[src/rtl/spi_slave_if.sv]
// spi_slave_if: SPI mode-0 (CPOL=0, CPHA=0) responder, oversampled in the clk domain.
// Nothing is clocked by SCLK; all SPI pins are synchronised and edge-detected.
// Ports:
//   clk, rst_n           system clock (>= 4x SCLK), asynchronous active-low reset
//   spi_sclk/cs_n/mosi   SPI inputs from the initiator
//   spi_miso             SPI output, 0 while deselected
//   tx_data/valid/ready  one-entry holding register for the next word to send
//   rx_data/valid        last received word and its 1-cycle update pulse
//   busy                 1 while selected
module spi_slave_if #(
  parameter int unsigned DATA_W      = 8,
  parameter int unsigned SYNC_STAGES = 2
) (
  input  logic              clk,
  input  logic              rst_n,
  input  logic              spi_sclk,
  input  logic              spi_cs_n,
  input  logic              spi_mosi,
  output logic              spi_miso,
  input  logic [DATA_W-1:0] tx_data,
  input  logic              tx_valid,
  output logic              tx_ready,
  output logic [DATA_W-1:0] rx_data,
  output logic              rx_valid,
  output logic              busy
);

  localparam int unsigned CntW = $clog2(DATA_W + 1);

  typedef enum logic [1:0] {StIdle, StLoad, StShift} state_e;

  logic [SYNC_STAGES-1:0] sclk_sync_q, sclk_sync_d;
  logic [SYNC_STAGES-1:0] cs_sync_q, cs_sync_d;
  logic [SYNC_STAGES-1:0] mosi_sync_q, mosi_sync_d;
  logic                   sclk_hist_q, sclk_hist_d;
  logic                   cs_hist_q, cs_hist_d;
  state_e                 state_q, state_d;
  logic [CntW-1:0]        bit_cnt_q, bit_cnt_d;
  logic [DATA_W-1:0]      shift_tx_q, shift_tx_d;
  logic [DATA_W-1:0]      shift_rx_q, shift_rx_d;
  logic [DATA_W-1:0]      hold_q, hold_d;
  logic                   full_q, full_d;
  logic                   reload_q, reload_d;
  logic [DATA_W-1:0]      rx_data_q, rx_data_d;
  logic                   rx_valid_q, rx_valid_d;

  logic            sclk_s, cs_s, mosi_s;
  logic            sclk_rise, sclk_fall, cs_rise, cs_fall;
  logic            tx_wr;
  logic [CntW-1:0] cnt_inc;
  logic [DATA_W-1:0] rx_next;

  assign sclk_s    = sclk_sync_q[SYNC_STAGES-1];
  assign cs_s      = cs_sync_q[SYNC_STAGES-1];
  assign mosi_s    = mosi_sync_q[SYNC_STAGES-1];
  assign sclk_rise = sclk_s & ~sclk_hist_q;
  assign sclk_fall = ~sclk_s & sclk_hist_q;
  assign cs_rise   = cs_s & ~cs_hist_q;
  assign cs_fall   = ~cs_s & cs_hist_q;
  assign tx_wr     = tx_valid & ~full_q;
  assign cnt_inc   = bit_cnt_q + 1'b1;
  assign rx_next   = {shift_rx_q[DATA_W-2:0], mosi_s};

  always_comb begin
    sclk_sync_d = {sclk_sync_q[SYNC_STAGES-2:0], spi_sclk};
    cs_sync_d   = {cs_sync_q[SYNC_STAGES-2:0], spi_cs_n};
    mosi_sync_d = {mosi_sync_q[SYNC_STAGES-2:0], spi_mosi};
    sclk_hist_d = sclk_s;
    cs_hist_d   = cs_s;
    state_d     = state_q;
    bit_cnt_d   = bit_cnt_q;
    shift_tx_d  = shift_tx_q;
    shift_rx_d  = shift_rx_q;
    hold_d      = hold_q;
    full_d      = full_q;
    reload_d    = reload_q;
    rx_data_d   = rx_data_q;
    rx_valid_d  = 1'b0;

    // A write can only land when empty, so it never collides with a load taking the entry.
    if (tx_wr) begin
      hold_d = tx_data;
      full_d = 1'b1;
    end

    unique case (state_q)
      StIdle: begin
        if (cs_fall) state_d = StLoad;
      end
      StLoad: begin
        if (cs_rise) begin
          state_d = StIdle;
        end else begin
          // Load uses pre-write state: empty holding sends an all-zero underrun word.
          shift_tx_d = full_q ? hold_q : '0;
          if (full_q) full_d = 1'b0;
          shift_rx_d = '0;
          bit_cnt_d  = '0;
          reload_d   = 1'b0;
          state_d    = StShift;
        end
      end
      StShift: begin
        if (cs_rise) begin
          // Deselect drops the partial word and the consumed tx word.
          state_d   = StIdle;
          bit_cnt_d = '0;
          reload_d  = 1'b0;
        end else if (sclk_rise) begin
          shift_rx_d = rx_next;
          if (cnt_inc == CntW'(DATA_W)) begin
            rx_data_d  = rx_next;
            rx_valid_d = 1'b1;
            bit_cnt_d  = '0;
            reload_d   = 1'b1;
          end else begin
            bit_cnt_d = cnt_inc;
          end
        end else if (sclk_fall) begin
          if (reload_q) begin
            shift_tx_d = full_q ? hold_q : '0;
            if (full_q) full_d = 1'b0;
            reload_d = 1'b0;
          end else begin
            shift_tx_d = {shift_tx_q[DATA_W-2:0], 1'b0};
          end
        end
      end
      default: state_d = StIdle;
    endcase
  end

  always_ff @(posedge clk or negedge rst_n) begin
    if (!rst_n) begin
      sclk_sync_q <= '0;
      cs_sync_q   <= '1;
      mosi_sync_q <= '0;
      sclk_hist_q <= 1'b0;
      cs_hist_q   <= 1'b0;
      state_q     <= StIdle;
      bit_cnt_q   <= '0;
      shift_tx_q  <= '0;
      shift_rx_q  <= '0;
      hold_q      <= '0;
      full_q      <= 1'b0;
      reload_q    <= 1'b0;
      rx_data_q   <= '0;
      rx_valid_q  <= 1'b0;
    end else begin
      sclk_sync_q <= sclk_sync_d;
      cs_sync_q   <= cs_sync_d;
      mosi_sync_q <= mosi_sync_d;
      sclk_hist_q <= sclk_hist_d;
      cs_hist_q   <= cs_hist_d;
      state_q     <= state_d;
      bit_cnt_q   <= bit_cnt_d;
      shift_tx_q  <= shift_tx_d;
      shift_rx_q  <= shift_rx_d;
      hold_q      <= hold_d;
      full_q      <= full_d;
      reload_q    <= reload_d;
      rx_data_q   <= rx_data_d;
      rx_valid_q  <= rx_valid_d;
    end
  end

  assign spi_miso = (state_q == StShift) & shift_tx_q[DATA_W-1];
  assign busy     = (state_q != StIdle);
  assign tx_ready = ~full_q;
  assign rx_data  = rx_data_q;
  assign rx_valid = rx_valid_q;

endmodule
[config.mk]
export PLATFORM = sky130hd
export DESIGN_NAME = spi_slave_if
export DESIGN_NICKNAME = d
export VERILOG_FILES = /design/src/rtl/spi_slave_if.sv
export SDC_FILE = /design/constraint.sdc
export NUM_CORES = 1
export LEC_CHECK = 0
export BUFFER_PORTS_ARGS = -buffer_cell sky130_fd_sc_hd__buf_2
export CAP_MARGIN = 5
export CORE_AREA = 2 2 62 69
export DETAILED_ROUTE_END_ITERATION = 7
export DIE_AREA = 0 0 64 71
export HOLD_SLACK_MARGIN = 0.12
export PLACE_DENSITY = 0.76
export SLEW_MARGIN = 20
export SYNTH_ARGS = -nofsm -noshare
export SYNTH_HDL_FRONTEND = slang
export SYNTH_SLANG_ARGS = --single-unit
[constraint.sdc]
create_clock -name clk -period 2 [get_ports clk]
set_input_delay 0 -clock clk [delete_from_list [all_inputs] [get_ports clk]]
set_output_delay 0 -clock clk [all_outputs]
set_load 0.01 [all_outputs]
==> flow_metrics.tcl <==
set metrics [dict create \
    met1_length_um 1600 \
    worstReg2RegStart "state_q[1]" \
    clk_pin_slew_ns 0.09 \
    highest_layer "met4" \
    p_per_area_nw_per_um2 1120 \
    synth_edf_count 0 \
    hpwl_um 2700 \
    drc 0 \
    core-area_um2 3870 \
    reg2reg_slack_ns 0.23 \
    critPathMaxStageDelay_ns 0.42 \
    synth-seq-area-share_pct 56.9 \
    grt_pass1_vias 1521 \
    cts_setup_buffers 0 \
    wl_per_cell_um 14.0 \
    crit_end "bit_cnt_q[2]" \
    status "completed" \
    syn_area_um2 2120 \
    gp_congestion 0.898 \
    portBuffers 25 \
    syn_inst 173 \
    syn_nets 193 \
    drtIter0Drc 48 \
    cpMaxStageDelayCell "a311o_1" \
    grt_overflow 0 \
    period_needed_ns 1.77 \
    crit_type "reg2reg" \
    dpl_worst_slack_ns 0.251 \
    yosys.cell_types.count 48 \
    die_w_um 64 \
    dpl_cell_area_um2 2320 \
    hold_viol 0 \
    tightest_slew_ns 0.508 \
    timing.rr.end "bit_cnt_q[2]" \
    tns_ns 0 \
    cts_made_buffers 5 \
    cp-start-kind "flip-flop" \
    syn_to_final_growth_pct 20.8 \
    num-nets-final 239 \
    fill_cells 289 \
    arrival_ns 1.95 \
    ys_ff_latch 48 \
    grt_usage_pct 18.4 \
    ant_nets 0 \
    cp_cell_sequence "inv_1 > ha_1 > and3b_1 > a311o_1 > nand2b_1 > a21o_1" \
    antennaDiodeCount 0 \
    cap_violations 0 \
    rsz0062_at_grt "false" \
    cts.sinks 48 \
    die_y_um 71 \
    syn_avg_cell_area_um2 12.2 \
    final_area_um2 2560 \
    dieArea_um2 4540 \
    antenna_found_initial 0 \
    peakVddDrop_mv 0.771 \
    hp-class "in2async" \
    worst_clock_skew_ns 0.00582 \
    wl_met2_um 2060 \
    avgViaCountPerCell 5.43 \
    reg2reg_depth 6 \
    cts_tree "done" \
    start_util_pct 54.7 \
    cts_buffer_depth 2 \
    leakage_nw 1.21 \
    wl_met3_um 119 \
    drive_gt1_share_pct 30.0 \
    finalSetupViolations 0 \
    critPathCaptureType "flip-flop" \
    setup_ws_ns 0.235 \
    yosys_warnings 0 \
    row_count 24 \
    finalPower_mw 2.86 \
    grt_pass1_wl_um 6600 \
    htreeDepth 2 \
    fmax_ghz 0.566 \
    io_pins 26 \
    async_flop_share_pct 100 \
    cts-root-buf "clkbuf_8" \
    worstSkewPairLatency_ns 0.29 \
    slew_headroom_pct 66.0 \
    synth_ff_type "dfrtp_1" \
    crit_start "state_q[1]" \
    critPathRequiredTime_ns 2.19 \
    cp_max_fo 6 \
    drv_slew 0 \
    period_share_pct 88.3 \
    dr_total_vias 1476 \
    wirelength_um 3800 \
    grt_max_degree 20 \
    cts_resized 0 \
    first_pass_iters 4 \
]
layout make-up:
class                   instances  area [um2]  share of cell area [%]
clock buffers                   6        82.6                    3.23
repair buffers                 46         318                    12.4
clock inverters                 2        15.0                   0.587
well taps                      52        65.1                    2.54
inverters                      10        37.5                    1.47
multi-input cells             108         836                    32.7
flip-flops and latches         48        1200                    47.1
where the power goes:
part           internal [mW]  switching (mW)
combinational          0.414           0.520
clock                  0.280           0.306
sequential              1.18           0.152
critical path: cells and delay by family, from the launching register on:
kind | cells | cell delay, ns
AOI/OAI and AO/OA | 2 | 0.60
and+or+nand+nor | 2 | 0.40
DFF | 1 | 0.37
adders and majority gates | 1 | 0.22
buffers and inverters | 1 | 0.08
per-stage QoR:
stage                     hold WS, ns  util [%]  std cells
final                           0.231      66.0        272
after global placement         -0.124      59.9        250
after detailed placement       -0.116      59.9        250
after CTS                       0.255      66.0        272
after global routing            0.260      66.0        272
after floorplan                -0.296         -        173
what timing repair did:
action / 4_1_cts / 5_1_grt
hold buffers: 14 / 0
endpoints found under the setup margin: 0 / 0
hold endpoints to repair: 58 / 0
cell families (layout without fill, tap and decap cells):
| kind of cell | count (synthesis) | in the layout | synth area share [%] |
|---|---|---|---|
| AO/OA/AOI/OAI | 37 | 37 | 13.0 |
| adder cells (fa/ha/maj) | 6 | 6 | 3.55 |
| buffers and inverters | 17 | 64 | 3.66 |
| flip-flops | 48 | 48 | 56.9 |
| multiplexers | 17 | 17 | 10.4 |
| AND/OR/NAND/NOR | 48 | 48 | 12.5 |
flip-flops by register name, indices dropped and copies added, names as in the netlist:
name         cells
sclk_sync_q      2
cs_sync_q        2
shift_tx_q       8
hold_q           8
rx_data          8
state_q          2
sclk_hist_q      1
reload_q         1
full_q           1
bit_cnt_q        4
rx_valid         1
shift_rx_q       7
mosi_sync_q      2
cs_hist_q        1
placed cells by master, fill, tap and decap left out, types with 3 or more instances in the layout:
cell type and n:
a21oi_1 3, a22o_1 7, a31oi_1 7, buf_2 25, buf_4 7, clkbuf_8 6
dfrtp_1 46, dlygate4sd3_1 14, ha_1 6, inv_1 10, mux2_2 8, mux2_4 8
nand2_1 12, nand2b_1 4, nand3_1 7, nor2_1 8, nor2b_1 3, o21ai_0 3
synth_stat cells (all sizes together) (2+ instances only):
master   n  area [um2]
dfrtp   46        1150
mux2    16         210
nand2   12        45.0
inv     10        37.5
nor2     9        36.3
a22o     8        71.3
a31oi    7        43.8
nand3    7        35.0
ha       6        75.1
a21oi    5        32.5
buf      4        28.8
nand2b   4        25.0
o21ai    4        20.0
clkbuf   3        11.3
nor2b    3        18.8
dfstp    2        52.6
nand3b   2        15.0
nor3     2        15.0
o31ai    2        15.0
per-layer routing:
metal	vias to the layer above	global-route usage, %
li1	713	-
met1	734	20.0
met2	27	36.1
met3	2	3.50
met4	0	4.59
met5	-	0
worst min path at each step:
| stage | startpoint | endpoint | slack, ns | cells past startpoint |
|---|---|---|---|---|
| 2_1_floorplan | rst_n | bit_cnt_q[0] | -0.30 | 0 |
| 5_1_grt | rst_n | shift_rx_q[3] | 0.26 | 3 |
| 6_report | rst_n | bit_cnt_q[3] | 0.23 | 3 |
| 3_3_place_gp | rst_n | bit_cnt_q[1] | -0.12 | 1 |
| 3_5_place_dp | rst_n | bit_cnt_q[1] | -0.12 | 1 |
| 4_1_cts | rst_n | shift_rx_q[6] | 0.26 | 3 |
Note: power is estimated with default switching activity, not from simulation.
